===== config.mk =====
export PLATFORM = sky130hd
export DESIGN_NAME = dump_trigger
export DESIGN_NICKNAME = d
export VERILOG_FILES = /design/src/rtl/dump_trigger.sv
export SDC_FILE = /design/constraint.sdc
export NUM_CORES = 1
export LEC_CHECK = 0
export CORE_MARGIN = 8
export CORE_UTILIZATION = 51
export DETAILED_ROUTE_END_ITERATION = 6
export GPL_ROUTABILITY_DRIVEN = 0
export HOLD_SLACK_MARGIN = 0.08
export MAX_ROUTING_LAYER = met4
export PLACE_DENSITY_LB_ADDON = 0.08
export SKIP_LAST_GASP = 1
export SYNTH_ARGS = -nofsm -noshare
export SYNTH_HDL_FRONTEND = slang
export SYNTH_SLANG_ARGS = --single-unit

===== constraint.sdc =====
create_clock -name clk -period 2 [get_ports clk]
set_input_delay 0.2 -clock clk [delete_from_list [all_inputs] [get_ports clk]]
set_output_delay 0.2 -clock clk [all_outputs]
set_load 0.01 [all_outputs]

===== src/rtl/dump_trigger.sv =====
// dump_trigger: counts frames from an asynchronous active-low vsync and opens a
// dump window when a chosen frame number is reached. The block can be held idle
// while a ROM download is in progress.
// Optional feature: define FRAME_LIMIT_EN to close the window after LEN frames
// and park in DONE. Without it the window stays open until reset or a download.
module dump_trigger #(
    parameter int unsigned START_FRAME = 0,
    parameter logic [15:0] LEN         = 16'd16,
    parameter bit          WAIT_DL     = 1'b1
) (
    input  logic        clk,
    input  logic        rst_n,
    input  logic        vs_n,
    input  logic        downloading,
    output logic [31:0] frame_cnt,
    output logic        frame_pls,
    output logic        dump_on,
    output logic        dump_start,
    output logic        dump_stop,
    output logic [1:0]  st
);

    typedef enum logic [1:0] {
        IDLE  = 2'd0,
        ARMED = 2'd1,
        DUMP  = 2'd2,
        DONE  = 2'd3
    } state_t;

    localparam state_t RST_STATE = WAIT_DL ? IDLE : ARMED;

    state_t state;
    logic   vs_s1, vs_s2, vs_s3;
    logic   dl_q;
    logic   hold;
    logic   dl_fall;
    logic   edge_det;

    // Download only has an effect when the block is configured to wait for it.
    assign hold     = WAIT_DL && downloading;
    assign dl_fall  = WAIT_DL && dl_q && !downloading;
    // vs_s3 is the previous synchronised value; a 1->0 step is a frame edge.
    assign edge_det = vs_s3 && !vs_s2 && !hold;
    assign st       = state;

`ifdef FRAME_LIMIT_EN
    logic [15:0] win_cnt;
    logic        win_full;

    // The frame that opens the window is not counted; LEN=0 and LEN=1 both
    // close on the first frame after opening.
    assign win_full = ({1'b0, win_cnt} + 17'd1) >= {1'b0, LEN};
`else
    logic [15:0] len_unused;

    // LEN only matters when the window limit is built in.
    assign len_unused = LEN;
`endif

    // vsync synchroniser plus one history flop for edge detection; idles high.
    always_ff @(posedge clk or negedge rst_n) begin
        if (!rst_n) begin
            vs_s1 <= 1'b1;
            vs_s2 <= 1'b1;
            vs_s3 <= 1'b1;
        end else begin
            vs_s1 <= vs_n;
            vs_s2 <= vs_s1;
            vs_s3 <= vs_s2;
        end
    end

    // Delayed downloading, used to find its falling edge.
    always_ff @(posedge clk or negedge rst_n) begin
        if (!rst_n) dl_q <= 1'b0;
        else        dl_q <= downloading;
    end

    // Frame pulse and frame counter; the counter steps in the cycle after the pulse.
    always_ff @(posedge clk or negedge rst_n) begin
        if (!rst_n) begin
            frame_pls <= 1'b0;
            frame_cnt <= 32'd0;
        end else if (hold) begin
            frame_pls <= 1'b0;
            frame_cnt <= 32'd0;
        end else begin
            frame_pls <= edge_det;
            if (frame_pls) frame_cnt <= frame_cnt + 32'd1;
        end
    end

    // Window state machine; decisions use edge_det so that dump_start lines up
    // with frame_pls and sees the pre-increment frame_cnt.
    always_ff @(posedge clk or negedge rst_n) begin
        if (!rst_n) begin
            state      <= RST_STATE;
            dump_on    <= 1'b0;
            dump_start <= 1'b0;
            dump_stop  <= 1'b0;
`ifdef FRAME_LIMIT_EN
            win_cnt    <= 16'd0;
`endif
        end else begin
            dump_start <= 1'b0;
            dump_stop  <= 1'b0;
            if (hold) begin
                // A download always wins; closing an open window reports a stop.
                if (state == DUMP) dump_stop <= 1'b1;
                state   <= IDLE;
                dump_on <= 1'b0;
`ifdef FRAME_LIMIT_EN
                win_cnt <= 16'd0;
`endif
            end else begin
                case (state)
                    IDLE: begin
                        if (dl_fall) state <= ARMED;
                    end
                    ARMED: begin
                        if (edge_det && frame_cnt == 32'(START_FRAME)) begin
                            state      <= DUMP;
                            dump_on    <= 1'b1;
                            dump_start <= 1'b1;
`ifdef FRAME_LIMIT_EN
                            win_cnt    <= 16'd0;
`endif
                        end
                    end
                    DUMP: begin
`ifdef FRAME_LIMIT_EN
                        if (edge_det) begin
                            if (win_full) begin
                                state     <= DONE;
                                dump_on   <= 1'b0;
                                dump_stop <= 1'b1;
                            end else begin
                                win_cnt <= win_cnt + 16'd1;
                            end
                        end
`endif
                    end
                    default: ; // DONE is left only by reset or a download
                endcase
            end
        end
    end

endmodule


# Yosys cells after proc, flatten, opt, wreduce, memory -nomap -nowiden
# Cells that the tools add are included.
dict set report totals {
  regBits 42
  inputBits 4
  output_inout_bits 38
  elab_cells 44
}
dict set report op_classes {
  add_sub_neg 1
  n_eq_ne 4
  n_mux 15
  reduce_logical 14
}
# cell n
set op_table {}
lappend op_table {{two-way mux 32 bit} 2}
lappend op_table {{adder 32 x 1 -> 32 bit (second input constant)} 1}
lappend op_table {{logical NOT 32 bit} 1}
lappend op_table {{two-way mux 1 bit} 9}
lappend op_table {{two-way mux 2 bit} 3}
lappend op_table {{inequality test 3 bit (second input constant)} 2}
lappend op_table {{nonzero test 2 bit} 3}
lappend op_table {{logical AND 1 bit} 4}
lappend op_table {{one-hot mux 2 bit (2 select lines)} 1}
lappend op_table {{AND reduction 3 bit} 1}
lappend op_table {{nonzero test 3 bit} 1}
lappend op_table {{equality test 2 x 1 -> 1 bit (second input constant)} 1}
lappend op_table {{equality test 2 bit (second input constant)} 1}
lappend op_table {{logical NOT 1 bit} 2}
lappend op_table {{logical NOT 2 bit} 1}
lappend op_table {{AND reduction 2 bit} 1}

# Logic depth before layout (Yosys ltp)
dict set report depth {
  word_depth 7
  mapped_depth 7
  mapped_depth_nobuf 6
}

# Least setup slack after synthesis
# OpenSTA, ideal clock, no wires.
dict set report synth_timing {
  path_type {register -> register}
  start {reg frame_cnt[12]}
  end {reg frame_cnt[31]}
  setup_ps 78
  t_arrival_ps 1829
  required_ps 1922
  slack_ps 93
  stages_incl_launch_ff 7
  n_path_buf 2
  synth_period_minus_slack_ps 1907
  path_cell_list {dfrtp_1 -> nand3_2 -> or3_1 -> buf_6 -> buf_6 -> or4_1 -> a21oi_1}
}
dict set report synth_between {
  elab_chain_cells 3
}
# item line
set synth_rtl {}
lappend synth_rtl {{from (decl)} 15} ;# output logic [31:0] frame_cnt,
lappend synth_rtl {{from (signal assigned)} 89} ;# if (frame_pls) frame_cnt <= frame_cnt + 32'd1;
lappend synth_rtl {{adder 32 x 1 -> 32 bit} 89}
lappend synth_rtl {{two-way mux 32 bit} 89}
lappend synth_rtl {{two-way mux 32 bit} 84} ;# end else if (hold) begin
# Every way passes these cells. The select of a mux whose other input is x is not followed.
# A chain may end at the register's enable or synchronous reset.

# Worst setup path after layout
dict set report layout_timing {
  start {reg frame_cnt[7]}
  end {reg frame_cnt[15]}
}
# Same word-level chain as after synthesis.

==> reports/metrics.csv <==
metric,value,unit
Reg2Reg Setup Slack,0.14,ns
Bufs on Longest Clock Path,2,
CTS buffer count,5,
vias in the first global route,1773,
sequential area share after synthesis,50.3,%
PwrDens,573,nW/um^2
DIE HEIGHT,80.1,um
CP startpoint,frame_cnt[7]$_DFFE_PN0P_,
detailed placement HPWL,3640,um
Worst R2R Start,frame_cnt[7]$_DFFE_PN0P_,
clk slew on worst S/H paths,0.08,ns
total gr overflow,0,
measured slew at the worst slew-check pin,0.660,ns
global-route wire length before repair,8660,um
CTS root buf,clkbuf_8,
synthesis warning total,0,
multi-input logic area,962,um^2
total global routing track utilization,17.1,%
status,finished clean,
fill count,317,
post-synth net total,218,
antenna-violating nets left,0,
row count,23,
most frequent cells in the layout,"clkdlybuf4s50_1, dfrtp_1, buf_4",
Worst Path Required,2.22,ns
reg2reg path depth,5,
Worst Path Max Fanout,17,
fmax,539,MHz
critical path launch point type,register,
Critical Path End,frame_cnt[15]$_DFFE_PN0P_,
via count,1888,
Hold Path Class,in2reg,
post-synth top area cell,dfrtp_1,
TritonRoute pass-1 iters,4,
Post-Synthesis Cells,212,
1st-iter DRT viols,174,
largest net degree at the start of global routing,29,
Final Cell Area,2810,um^2
DP Area,2690,um^2
critical path depth,5,
ANT cells,0,
setup violators final,0,
Final WS setup,0.144,ns
"most common cell after layout, fill and taps aside",clkdlybuf4s50_1,
CP peak stage delay,0.50,ns
clock sinks,42,
Top Family by Delay on Critical Path,simple AND/OR/NAND/NOR gates,
LEAKAGE,0.00115,uW
final wirelength,5130,um
core area,3970,um^2
Worst Path Buf+Inv,1,
max-cap viol count,0,
"Critical Path, Cell by Cell","and4_1, nand4_1, buf_4, or4_1, a21oi_1",
slew margin rel.,56.0,%
wire per inst,15.8,um
count of different cell masters after synthesis,32,
syn avg cell area,9.89,um^2
clk_skew,0.0102,ns
worst skew pair latency,0.29,ns
FF+latch area,1060,um^2
Worst VDD drop,0.505,mV
fin crit share,92.8,%
CP max stage cell,or4_1,
Reg-to-Reg End,frame_cnt[15]$_DFFE_PN0P_,
Layout area overhead,34.0,%
Die ar.,6420,um^2
dpl ws,0.0119,ns
# nets final,279,
setup TNS,0,ns
PortBufs,41,
Synth area leaders,"dfrtp_1, o31ai_1, or4_1",
cell area after synthesis,2100,um^2
initial antenna violation count,0,
# DRC,0,
die width,80.1,um
Initial Utilization,52.8,%
CTS tree,yes,
RSZ-0062 raised after global routing,false,
Worst Setup End Kind,register,
Setup CP Type,reg2reg,
Seq cells post-synth,42,
share of cells above drive strength 1,14.6,%
Critical Path AT,2.08,ns
minimum clock period,1.86,ns
IO Count,42,
post-CTS setup buffer count,0,
number of H-tree levels,2,
area share of the largest cell type after synthesis,46.6,%
pins over their slew limit,0,
vias per std cell,5.83,
Hold Crit Depth,1,
final hold vios,0,
==> kinds of logic (layout without fill, tap and decap cells) <==
group / Yosys count / count (layout) / synth area share [%]
simple gates: 93 / 93 / 25.9
compound gates: 46 / 46 / 13.7
flops: 42 / 42 / 50.3
buf+inv: 17 / 79 / 3.76
xor+xnor: 11 / 11 / 4.60
fa+ha+maj: 2 / 2 / 1.19
mux: 1 / 1 / 0.478
==> per-layer routing <==
metal / vias to the layer above / wire, um / GRT usage [%]
met3: 6 / 309 / 2.90
met1: 897 / 2300 / 22.2
met5: - / 0 / -
li1: 918 / - / -
met4: 0 / 44 / 4.36
met2: 67 / 2470 / 27.1
==> synthesized netlist by cell type <==
library cell	n
nand3_1	9
buf_1	1
nand4_1	11
o21ai_0	7
and4_1	3
nor3b_1	1
buf_6	2
and4b_1	1
mux2i_1	1
o2111a_1	1
o211a_1	1
nor4b_1	1
xor2_1	9
nor2b_1	3
o31ai_1	14
or4_1	14
dfstp_2	3
nor2_1	14
ha_1	2
clkbuf_1	10
a31oi_1	1
and3_1	5
a32o_1	2
nand2_1	13
and2_1	2
dfrtp_1	39
a21oi_1	20
nand3_2	2
or3_1	7
nor4_1	7
xnor2_1	2
inv_1	4
==> report_power, final <==
group          switching [uW]  total [uW]  leakage (uW)  internal, uW
Clock                     293         661     0.0000579           368
Combinational            45.9        77.6      0.000526          31.7
Sequential               8.98         870      0.000570           861
Total                     348        1610       0.00115          1260
==> state kept, by name (all words and copies together), names as in the netlist <==
signal      flops
dump_stop       1
vs_s3           1
vs_s2           1
frame_cnt      32
vs_s1           1
st              2
dl_q            1
dump_start      1
frame_pls       1
dump_on         1
==> worst register-to-register path, stage by stage, from the launching register on <==
cell	delay, ns
dfrtp_1	0.44
and4_1	0.35
nand4_1	0.12
buf_4	0.21
or4_1	0.50
a21oi_1	0.16
==> metrics by stage <==
step	total power (uW)	instances	utilization [%]	hold WS (ns)
floorplan	914	212	-	-0.0956
global placement	964	315	67.7	0.258
detailed placement	965	315	67.7	0.269
CTS	1630	324	70.7	0.316
global route	1670	324	70.7	0.311
finish	1610	324	70.7	0.318
==> cell type report <==
| cell class | count | share of cell area, % |
|---|---|---|
| Clock buffer | 5 | 2.45 |
| Clock inverter | 3 | 1.43 |
| Inverter | 4 | 0.535 |
| Multi-Input combinational cell | 153 | 34.3 |
| Sequential cell | 42 | 37.6 |
| Tap cell | 50 | 2.23 |
| Timing Repair Buffer | 67 | 21.5 |
==> how the worst min path moves through the flow <==
stage                     startpoint                end  slack [ns]
final                           vs_n    vs_s1$_DFF_PN1_        0.32
after global routing            vs_n    vs_s1$_DFF_PN1_        0.31
after CTS                       vs_n    vs_s1$_DFF_PN1_        0.32
after detailed placement       rst_n  st[0]$_DFFE_PN0P_        0.27
after global placement         rst_n  st[0]$_DFFE_PN0P_        0.26
after floorplan                rst_n     dl_q$_DFF_PN0_        -0.1
==> repair_timing <==
action / 4_1_cts / 5_1_grt
endpoints found under the setup margin: 0 / 4
hold buffers: 1 / 0
resized for setup: 0 / 1
hold endpoints to repair: 26 / 0
(Power assumes the default switching activity.)
